## config.mk

```make
export PLATFORM = sky130hd
export DESIGN_NAME = multi_timer
export DESIGN_NICKNAME = d
export VERILOG_FILES = /design/src/rtl/multi_timer_pkg.sv /design/src/rtl/multi_timer_channel.sv /design/src/rtl/multi_timer.sv
export SDC_FILE = /design/constraint.sdc
export NUM_CORES = 1
export LEC_CHECK = 0
export BUFFER_PORTS_ARGS = -buffer_cell sky130_fd_sc_hd__buf_2
export CAP_MARGIN = 20
export CORE_MARGIN = 2
export CORE_UTILIZATION = 35
export CTS_BUF_LIST = sky130_fd_sc_hd__clkbuf_8
export DETAILED_ROUTE_END_ITERATION = 10
export PLACE_DENSITY_LB_ADDON = 0.3
export SLEW_MARGIN = 40
export SYNTH_ARGS = -nofsm -noshare
export SYNTH_HDL_FRONTEND = slang
export SYNTH_SLANG_ARGS = --single-unit
export TNS_END_PERCENT = 30
```

## constraint.sdc

```tcl
create_clock -name clk_i -period 15.7 [get_ports clk_i]
set_clock_uncertainty 0.1 [all_clocks]
set_input_delay 3.14 -clock clk_i [delete_from_list [all_inputs] [get_ports clk_i]]
set_output_delay 3.14 -clock clk_i [all_outputs]
set_load 0.1 [all_outputs]
```

## src/rtl/multi_timer_pkg.sv

```systemverilog
// Shared register map, channel control layout and channel types for multi_timer.
package multi_timer_pkg;

  localparam logic [11:0] OffCtrl      = 12'h000;
  localparam logic [11:0] OffPrescale  = 12'h004;
  localparam logic [11:0] OffIrqStatus = 12'h008;
  localparam logic [11:0] OffIrqEn     = 12'h00C;

  // Channel n lives at ChBase + n * ChStride; the index is addr[11:ChStrideLog2] after rebasing.
  localparam logic [11:0]  ChBase       = 12'h100;
  localparam int unsigned  ChStrideLog2 = 4;
  localparam logic [11:0]  ChStride     = 12'(1 << ChStrideLog2);

  localparam logic [3:0] ChOffLoad  = 4'h0;
  localparam logic [3:0] ChOffValue = 4'h4;
  localparam logic [3:0] ChOffCctrl = 4'h8;
  localparam logic [3:0] ChOffRsvd  = 4'hC;

  localparam int unsigned CctrlCenBit      = 0;
  localparam int unsigned CctrlPeriodicBit = 1;

  typedef struct packed {
    logic periodic;
    logic cen;
  } cctrl_t;

  typedef enum logic {
    ChIdle = 1'b0,
    ChRun  = 1'b1
  } ch_state_e;

endpackage

```

## src/rtl/multi_timer_channel.sv

```systemverilog
// One countdown channel: reload register, run/idle FSM and expiry pulse on prescaler ticks.
module multi_timer_channel
  import multi_timer_pkg::*;
#(
  parameter int unsigned DataWidth = 32
) (
  input  logic                 clk_i,
  input  logic                 rst_i,
  input  logic                 tick_i,
  input  logic                 load_we_i,
  input  logic                 ctrl_we_i,
  input  logic [DataWidth-1:0] load_wdata_i,
  input  cctrl_t               ctrl_wdata_i,
  output logic [DataWidth-1:0] load_o,
  output logic [DataWidth-1:0] value_o,
  output cctrl_t               cctrl_o,
  output logic                 expire_c_o
);

  ch_state_e            state_q, state_d;
  logic [DataWidth-1:0] value_q, value_d;
  logic [DataWidth-1:0] load_q, load_d;
  logic                 periodic_q, periodic_d;

  always_ff @(posedge clk_i or posedge rst_i) begin
    if (rst_i) begin
      state_q    <= ChIdle;
      value_q    <= '0;
      load_q     <= '0;
      periodic_q <= 1'b0;
    end else begin
      state_q    <= state_d;
      value_q    <= value_d;
      load_q     <= load_d;
      periodic_q <= periodic_d;
    end
  end

  // A CCTRL write pre-empts a tick in the same cycle; LOAD writes only affect later reloads.
  always_comb begin
    state_d    = state_q;
    value_d    = value_q;
    load_d     = load_q;
    periodic_d = periodic_q;
    expire_c_o = 1'b0;

    if (load_we_i) begin
      load_d = load_wdata_i;
    end

    if (ctrl_we_i) begin
      periodic_d = ctrl_wdata_i.periodic;
      if (ctrl_wdata_i.cen) begin
        state_d = ChRun;
        value_d = load_q;
      end else begin
        state_d = ChIdle;
      end
    end else if (tick_i && (state_q == ChRun)) begin
      if (value_q > DataWidth'(1)) begin
        value_d = value_q - DataWidth'(1);
      end else if (value_q == DataWidth'(1)) begin
        expire_c_o = 1'b1;
        if (periodic_q) begin
          value_d = load_q;
        end else begin
          value_d = '0;
          state_d = ChIdle;
        end
      end else if (!periodic_q) begin
        state_d = ChIdle;
      end
    end
  end

  assign load_o           = load_q;
  assign value_o          = value_q;
  assign cctrl_o.periodic = periodic_q;
  assign cctrl_o.cen      = (state_q == ChRun);

endmodule

```

## src/rtl/multi_timer.sv

```systemverilog
// Multi-channel countdown timer: device-bus register file, shared prescaler and merged interrupts.
module multi_timer
  import multi_timer_pkg::*;
#(
  parameter int unsigned NumChannels  = 4,
  parameter int unsigned DataWidth    = 32,
  parameter int unsigned AddressWidth = 32,
  parameter int unsigned PrescWidth   = 16
) (
  input  logic                    clk_i,
  input  logic                    rst_i,
  input  logic                    device_req_i,
  input  logic [AddressWidth-1:0] device_addr_i,
  input  logic                    device_we_i,
  input  logic [3:0]              device_be_i,
  input  logic [DataWidth-1:0]    device_wdata_i,
  output logic                    device_rvalid_o,
  output logic [DataWidth-1:0]    device_rdata_o,
  output logic                    device_err_o,
  output logic                    irq_o,
  output logic [NumChannels-1:0]  irq_ch_o
);

  localparam int unsigned NumBytes = DataWidth / 8;

  function automatic logic [DataWidth-1:0] be_merge(input logic [DataWidth-1:0] old_v,
                                                    input logic [DataWidth-1:0] new_v,
                                                    input logic [DataWidth-1:0] mask);
    return (old_v & ~mask) | (new_v & mask);
  endfunction

  logic [11:0] off_w, ch_rel_w;
  logic [7:0]  ch_idx;
  logic [3:0]  ch_reg;
  logic        is_global, global_hit, ch_hit, wr_en, prescale_we;
  logic [DataWidth-1:0] be_mask;

  assign off_w      = {device_addr_i[11:2], 2'b00};
  assign ch_rel_w   = off_w - ChBase;
  assign ch_idx     = ch_rel_w[11:ChStrideLog2];
  assign ch_reg     = ch_rel_w[ChStrideLog2-1:0];
  assign is_global  = (off_w < ChBase);
  assign global_hit = is_global && ((off_w == OffCtrl) || (off_w == OffPrescale) ||
                                    (off_w == OffIrqStatus) || (off_w == OffIrqEn));
  assign ch_hit     = !is_global && (32'(ch_idx) < NumChannels) && (ch_reg != ChOffRsvd);
  assign wr_en      = device_req_i && device_we_i;
  assign prescale_we = wr_en && global_hit && (off_w == OffPrescale);

  logic unused_addr;
  assign unused_addr = ^{device_addr_i[AddressWidth-1:12], device_addr_i[1:0]};

  always_comb begin
    be_mask = '0;
    for (int b = 0; b < NumBytes; b++) begin
      be_mask[8*b +: 8] = {8{device_be_i[b % 4]}};
    end
  end

  logic                   ctrl_en_q, ctrl_en_d;
  logic [PrescWidth-1:0]  prescale_q, prescale_d;
  logic [PrescWidth-1:0]  presc_cnt_q, presc_cnt_d;
  logic [NumChannels-1:0] irq_status_q, irq_status_d;
  logic [NumChannels-1:0] irq_en_q, irq_en_d;
  logic [NumChannels-1:0] w1c;
  logic                   rvalid_q, err_q;
  logic [DataWidth-1:0]   rdata_q, rdata_d;
  logic                   tick;

  logic [DataWidth-1:0]   ch_load  [NumChannels];
  logic [DataWidth-1:0]   ch_value [NumChannels];
  cctrl_t                 ch_cctrl [NumChannels];
  logic [NumChannels-1:0] ch_expire;

  assign tick = ctrl_en_q && (presc_cnt_q == prescale_q);

  for (genvar n = 0; n < NumChannels; n++) begin : g_ch
    logic                 ch_sel;
    logic [DataWidth-1:0] load_wdata;

    assign ch_sel     = ch_hit && (ch_idx == 8'(n));
    assign load_wdata = be_merge(ch_load[n], device_wdata_i, be_mask);

    multi_timer_channel #(
      .DataWidth(DataWidth)
    ) u_ch (
      .clk_i       (clk_i),
      .rst_i       (rst_i),
      .tick_i      (tick),
      .load_we_i   (wr_en && ch_sel && (ch_reg == ChOffLoad)),
      .ctrl_we_i   (wr_en && ch_sel && (ch_reg == ChOffCctrl) && device_be_i[0]),
      .load_wdata_i(load_wdata),
      .ctrl_wdata_i(cctrl_t'(device_wdata_i[1:0])),
      .load_o      (ch_load[n]),
      .value_o     (ch_value[n]),
      .cctrl_o     (ch_cctrl[n]),
      .expire_c_o  (ch_expire[n])
    );
  end

  // Global register writes; a channel expiry beats a W1C of the same bit.
  always_comb begin
    ctrl_en_d  = ctrl_en_q;
    prescale_d = prescale_q;
    irq_en_d   = irq_en_q;
    w1c        = '0;
    if (wr_en && global_hit) begin
      case (off_w)
        OffCtrl:      if (device_be_i[0]) ctrl_en_d = device_wdata_i[0];
        OffPrescale:  prescale_d = PrescWidth'(be_merge(DataWidth'(prescale_q), device_wdata_i, be_mask));
        OffIrqStatus: w1c = NumChannels'(device_wdata_i & be_mask);
        OffIrqEn:     irq_en_d = NumChannels'(be_merge(DataWidth'(irq_en_q), device_wdata_i, be_mask));
        default:      ;
      endcase
    end
    irq_status_d = (irq_status_q & ~w1c) | ch_expire;

    presc_cnt_d = presc_cnt_q + PrescWidth'(1);
    if (!ctrl_en_q || tick || prescale_we) begin
      presc_cnt_d = '0;
    end
  end

  always_comb begin
    rdata_d = '0;
    if (global_hit) begin
      case (off_w)
        OffCtrl:      rdata_d = DataWidth'(ctrl_en_q);
        OffPrescale:  rdata_d = DataWidth'(prescale_q);
        OffIrqStatus: rdata_d = DataWidth'(irq_status_q);
        OffIrqEn:     rdata_d = DataWidth'(irq_en_q);
        default:      rdata_d = '0;
      endcase
    end else if (ch_hit) begin
      for (int n = 0; n < NumChannels; n++) begin
        if (ch_idx == 8'(n)) begin
          case (ch_reg)
            ChOffLoad:  rdata_d = ch_load[n];
            ChOffValue: rdata_d = ch_value[n];
            ChOffCctrl: rdata_d = DataWidth'(ch_cctrl[n]);
            default:    rdata_d = '0;
          endcase
        end
      end
    end
  end

  always_ff @(posedge clk_i or posedge rst_i) begin
    if (rst_i) begin
      ctrl_en_q    <= 1'b0;
      prescale_q   <= '0;
      presc_cnt_q  <= '0;
      irq_status_q <= '0;
      irq_en_q     <= '0;
      rvalid_q     <= 1'b0;
      err_q        <= 1'b0;
      rdata_q      <= '0;
    end else begin
      ctrl_en_q    <= ctrl_en_d;
      prescale_q   <= prescale_d;
      presc_cnt_q  <= presc_cnt_d;
      irq_status_q <= irq_status_d;
      irq_en_q     <= irq_en_d;
      rvalid_q     <= device_req_i;
      err_q        <= device_req_i && !(global_hit || ch_hit);
      rdata_q      <= (device_req_i && !device_we_i) ? rdata_d : '0;
    end
  end

  assign device_rvalid_o = rvalid_q;
  assign device_err_o    = err_q;
  assign device_rdata_o  = rdata_q;
  assign irq_ch_o        = irq_status_q & irq_en_q;
  assign irq_o           = |irq_ch_o;

endmodule

```

# Yosys cells after proc, flatten, opt, wreduce, memory -nomap -nowiden
# Index checks and enable logic that the tools add are counted.
# classes
add_sub_neg	6
n_lt_le_gt_ge	6
eq_ne	26
n_mux	72
bitwise	18
reduce_logical	66
# op_table
operator	count
$mux W32	31
$pmux W32 S3	4
$and A32 B32 Y32	5
$eq A32 B1 Y1 const B	4
$gt A32 B1 Y1 const B	4
$or A32 B32 Y32	4
$sub A32 B1 Y32 const B	4
$pmux W16 S4	1
$logic_and A1 B1 Y1	33
$mux W1	33
$not A32 Y32	1
$reduce_and A3 Y1	9
$eq A10 B2 Y1 const B	2
$add A16 B1 Y16 const B	1
$and A16 B16 Y16	1
$eq A16 B16 Y1	1
$eq A8 B2 Y1 const B	2
$mux W16	1
$ne A2 B1 Y1 const B	8
$or A16 B16 Y16	1
$and A4 B4 Y4	3
$logic_not A12 Y1	1
$lt A12 B9 Y1 const B	1
$reduce_bool A3 Y1	4
18 further kinds	35
# totals
reg_bits	339
input_bits	72
output_inout_bits	39
word_cells	218

# Longest topological paths before layout
# depth
ltp_word	10
depth_mapped	10
ltp_nobuf	8

# By module
# A second synthesis with hierarchy kept.
# hier_totals
cells_unflattened	2238
hier_area_um2	20907.6
# modules_own_cells
mod	instances	cells_per_inst	area_per_inst_um2
multi_timer_channel (g_ch[0].u_ch ...)	3	353	3519.6
multi_timer	1	815	6781.5
multi_timer_channel (g_ch[3].u_ch)	1	364	3567.2

# Worst setup path before layout
# No wires, ideal clock.
# synth_timing
path_kind	in2reg
startpoint	in device_addr_i[11]
endpoint	reg g_ch[1].u_ch.value_q[15]
setup_time_ns	0.129
arrival_time_ns	5.178
slack_ns	10.293
stages	7
n_path_buf	1
path_cell_list	or4_1 > nor4_1 > and3_1 > a41oi_4 > buf_4 > o21ai_0 > o21ai_0
# synth_via
elab_chain_cells	10
# synth_lines
element	line_no	rtl
from (decl)	multi_timer.sv:13	input logic [AddressWidth-1:0] device_addr_i,
$sub A12 B9 Y12 or $lt A12 B9 Y1 (tied branches)	multi_timer.sv:39, multi_timer.sv:42	
$lt A8 B3 Y1 or $logic_not A1 Y1 (tied branches)	multi_timer.sv:45	assign ch_hit = !is_global && (32'(ch_idx) < NumChannels) && (ch_reg != ChOffRsvd);
$logic_and A1 B1 Y1 (2 in a row)	multi_timer.sv:45	
$logic_and A1 B1 Y1 *	multi_timer.sv:80	assign ch_sel = ch_hit && (ch_idx == 8'(n));
$logic_and A1 B1 Y1 * (3 in a row)	multi_timer.sv:90	.ctrl_we_i (wr_en && ch_sel && (ch_reg == ChOffCctrl) && device_be_i[0]),
$ne A2 B2 Y1 (no source line) (tied with other cells)	--	
$reduce_and A3 Y1 (no source line)	--	
to (signal assigned)	multi_timer_channel.sv:33	value_q <= value_d;
to (decl)	multi_timer_channel.sv:21	logic [DataWidth-1:0] value_q, value_d;
# Every way passes the cells marked *; elsewhere a longest branch is shown, timed or not.
# A chain may end at the register's enable or synchronous reset.

# Final worst setup path
# layout_timing
startpoint	in device_addr_i[3]
endpoint	reg g_ch[0].u_ch.value_q[27]
# layout_via
elab_chain_cells	10
# layout_lines
element	line_no
$sub A12 B9 Y12 or $lt A12 B9 Y1 (tied branches)	multi_timer.sv:39, multi_timer.sv:42
$lt A8 B3 Y1 or $logic_not A1 Y1 (tied branches)	multi_timer.sv:45
$logic_and A1 B1 Y1 (2 in a row)	multi_timer.sv:45
$logic_and A1 B1 Y1	multi_timer.sv:80
$logic_and A1 B1 Y1	multi_timer.sv:90
$logic_and A1 B1 Y1 * (2 in a row)	multi_timer.sv:90
$ne A2 B2 Y1 (no source line) (tied with other cells)	--
$reduce_and A3 Y1 (no source line)	--
to (signal assigned)	multi_timer_channel.sv:33
to (decl)	multi_timer_channel.sv:21
# Marks and branches as above.

==> results.py <==
metrics = {
    "run_status": {
        "status": "complete, no violations",
    },
    "power_and_ir_drop": {
        "power_density_nw_per_um2": 85.1,
        "p_sw_share_pct": 25.5,
        "p_leak_uw": 0.00946,
        "vdd_drop_max_mv": 0.0577,
        "intPower_uw": 1380,
        "p_switching_uw": 472,
        "p_comb_share_pct": 4.6,
        "power_uw": 1850,
        "seqPwrFrac_pct": 47.3,
        "power.share.clock_pct": 48.1,
    },
    "synth": {
        "synth_cells": 2026,
        "synth_top_area_share_pct": 43.9,
        "synth_common_cells": "339 x dfrtp_1, 251 x o21ai_0, 176 x mux2_2",
        "ys_top_cells_by_area": "dfrtp_1 44%, mux2_2 10%, o21ai_0 6.5%, mux2i_1 3.7%, nor3_1 3.6%",
        "synth-async-reset-ratio_pct": 100,
        "synth_flop_cell": "dfrtp_1",
        "syn_nets": 2107,
        "synth_cell_type_count": 69,
        "yosys_register_bits": 339,
        "syn_avg_cell_area_um2": 9.53,
        "synth_edf_count": 0,
        "ys_warn_count": 0,
        "netlist_area_um2": 19300,
        "ys_seq_area_share_pct": 43.9,
        "yosysMostFrequentCell": "dfrtp_1",
        "yosys.area.top_type": "dfrtp_1",
    },
    "sta": {
        "rsz0062_at_grt": "false",
        "slew_violations": 0,
        "max_slew.worst_pin.slew_ns": 0.987,
        "finalSetupViolations": 0,
        "finalCritPeriodShare_pct": 40.3,
        "fin_setup_tns_ns": 0,
        "period_minus_slack_ns": 6.32,
        "fmax_ghz": 0.158,
        "final_hold_viol_count": 0,
        "timing.slew.headroom_pct": 33.6,
    },
    "global_routing": {
        "grt_use_total_pct": 24.3,
        "grt_pass1_wl_mm": 105,
        "grt_antenna_before_repair": 5,
        "grt_overflow": 0,
        "grt_max_degree": 90,
        "grt_pass1_vias": 16459,
    },
    "worst_setup_path": {
        "critical_path_arrival_ns": 6.81,
        "path_max_fanout": 55,
        "crit_slowest_cell": "a32oi_2",
        "cp_common_cell": "buf_4",
        "reg2reg_from": "g_ch[2].u_ch.value_o[0]$_DFFE_PP0P_",
        "slowest_delay_ns": 0.68,
        "endpoint": "g_ch[0].u_ch.value_o[27]$_DFFE_PP0P_",
        "r2r_slack_ns": 11.81,
        "startpoint": "device_addr_i[3]",
        "cp.required_ns": 16.18,
        "critPathCaptureType": "flop",
        "worstRegToRegCells": 7,
        "cp_cell_sequence": "buf_2 -> buf_4 -> and4b_1 -> and4_1 -> buf_4 -> nor2_1 -> a32oi_2 -> buf_4 -> a21oi_1 -> o22ai_1",
        "critPathLaunchType": "primary input",
        "reg2reg_to": "g_ch[2].u_ch.value_o[4]$_DFFE_PP0P_",
        "critPathKind": "in2reg",
    },
    "die": {
        "num_io_pins": 111,
        "initial_core_util_pct": 35.3,
        "core_um2": 54800,
        "fp.dieW_um": 239,
        "design.die.area_um2": 57100,
        "num_rows": 86,
        "die_y_um": 239,
    },
    "clock_tree": {
        "postCtsSetupBuffers": 0,
        "cts_resized": 0,
        "clkTransAtPathRegs_ns": 0.06,
        "cts_tree": "built",
        "cts_sinks": 339,
        "clk-insertion-delay-late_ns": 0.69,
        "cts_root_buffer": "clkbuf_8",
        "h-tree-depth": 2,
        "cts_buffers": 59,
        "hold_buffers": 0,
        "clk_path_buf_depth": 3,
    },
    "route": {
        "drc": 0,
        "drt-initial-drc-count": 2005,
        "ant_nets": 0,
        "first_pass_iters": 5,
        "wl_per_cell_um": 24.9,
        "routed_wl_mm": 70.3,
        "vias_per_cell": 6.27,
        "vias": 17670,
    },
    "placement": {
        "portBuffers": 88,
        "dpl_cell_area_um2": 20500,
        "dp_hpwl_mm": 49.4,
        "place_inst": 2711,
        "gp_routability_congestion": 0.947,
    },
    "cells_and_area": {
        "nFillCells": 5476,
        "stdcell_count": 2820,
        "area_growth_syn_to_layout_pct": 12.8,
        "fin_area_um2": 21800,
        "finalNetCount": 2149,
        "drive_gt1_share_pct": 21.1,
    },
    "min_path": {
        "min_path_type": "reg2reg",
    },
    "job": {
        "cap_viol_max_count": 0,
    },
}
==> cell type report <==
| class | count | area, µm² | share of cell area (%) |
|---|---|---|---|
| inverter | 34 | 135 | 0.621 |
| sequential | 339 | 8480 | 39.0 |
| antenna | 1 | 2.50 | 0.0115 |
| timing repair buffer | 122 | 709 | 3.26 |
| clock buffer | 77 | 1060 | 4.87 |
| multi-input combinational | 1512 | 10300 | 47.2 |
| clock inverter | 31 | 221 | 1.02 |
| tap | 704 | 881 | 4.05 |
==> cells by family after synthesis <==
kind of cell	share of synthesized area (%)
AOI/OAI and AO/OA	19.0
and+or+nand+nor	16.6
DFF	43.9
muxes	14.9
buffers and inverters	3.56
xor gates and xnor gates	1.36
adders and majority gates	0.583
==> worst max-delay path, delay by kind of cell <==
| kind | cells | cell delay, ns |
|---|---|---|
| simple gates | 3 | 0.81 |
| buf+inv | 4 | 1.84 |
| compound gates | 3 | 0.92 |
==> per-layer routing <==
metal | routed length (µm) | GRT usage (%)
met5 | 22 | 0
met1 | 30800 | 35.1
met4 | 2700 | 9.07
met3 | 6340 | 5.03
met2 | 30400 | 35.5
==> power groups by stage <==
| stage | combinational, µW | sequential [µW] | clock [µW] |
|---|---|---|---|
| final | 85.1 | 877 | 891 |
| after global routing | 90.4 | 876 | 946 |
| after CTS | 84.8 | 877 | 903 |
| after detailed placement | 84.6 | 893 | 0 |
| after global placement | 83.5 | 892 | 0 |
| after floorplan | 42.1 | 895 | 0 |
==> worst min-delay path by stage <==
stage	to	slack [ns]	cells past startpoint
floorplan	irq_status_q[2]$_DFF_PP0_	0.35	2
global route	flop	0.44	1
detailed placement	flop	0.41	1
CTS	flop	0.42	1
finish	flop	0.42	1
global placement	flop	0.40	1
==> cells in the final DEF (no fill, tap or decap), types with 48 or more instances in the layout <==
| cell type | count |
|---|---|
| nor4_1 | 57 |
| inv_1 | 48 |
| mux2i_1 | 72 |
| nor2_1 | 141 |
| nor3_1 | 136 |
| mux2_2 | 176 |
| o21ai_0 | 251 |
| a21oi_1 | 121 |
| nand2_1 | 75 |
| dfrtp_1 | 339 |
| buf_2 | 87 |
| a22oi_1 | 63 |
| clkbuf_8 | 77 |
==> metrics by stage <==
| stage | setup WS, ns | hold slack, ns | utilization [%] |
|---|---|---|---|
| finish | 9.38 | 0.421 | 39.8 |
| global placement | 8.87 | 0.400 | 37.3 |
| detailed placement | 8.79 | 0.408 | 37.4 |
| global route | 9.22 | 0.443 | 39.8 |
| CTS | 9.50 | 0.422 | 39.7 |
| floorplan | 3.07 | 0.354 | - |
Power figures use the tool's default switching activity.
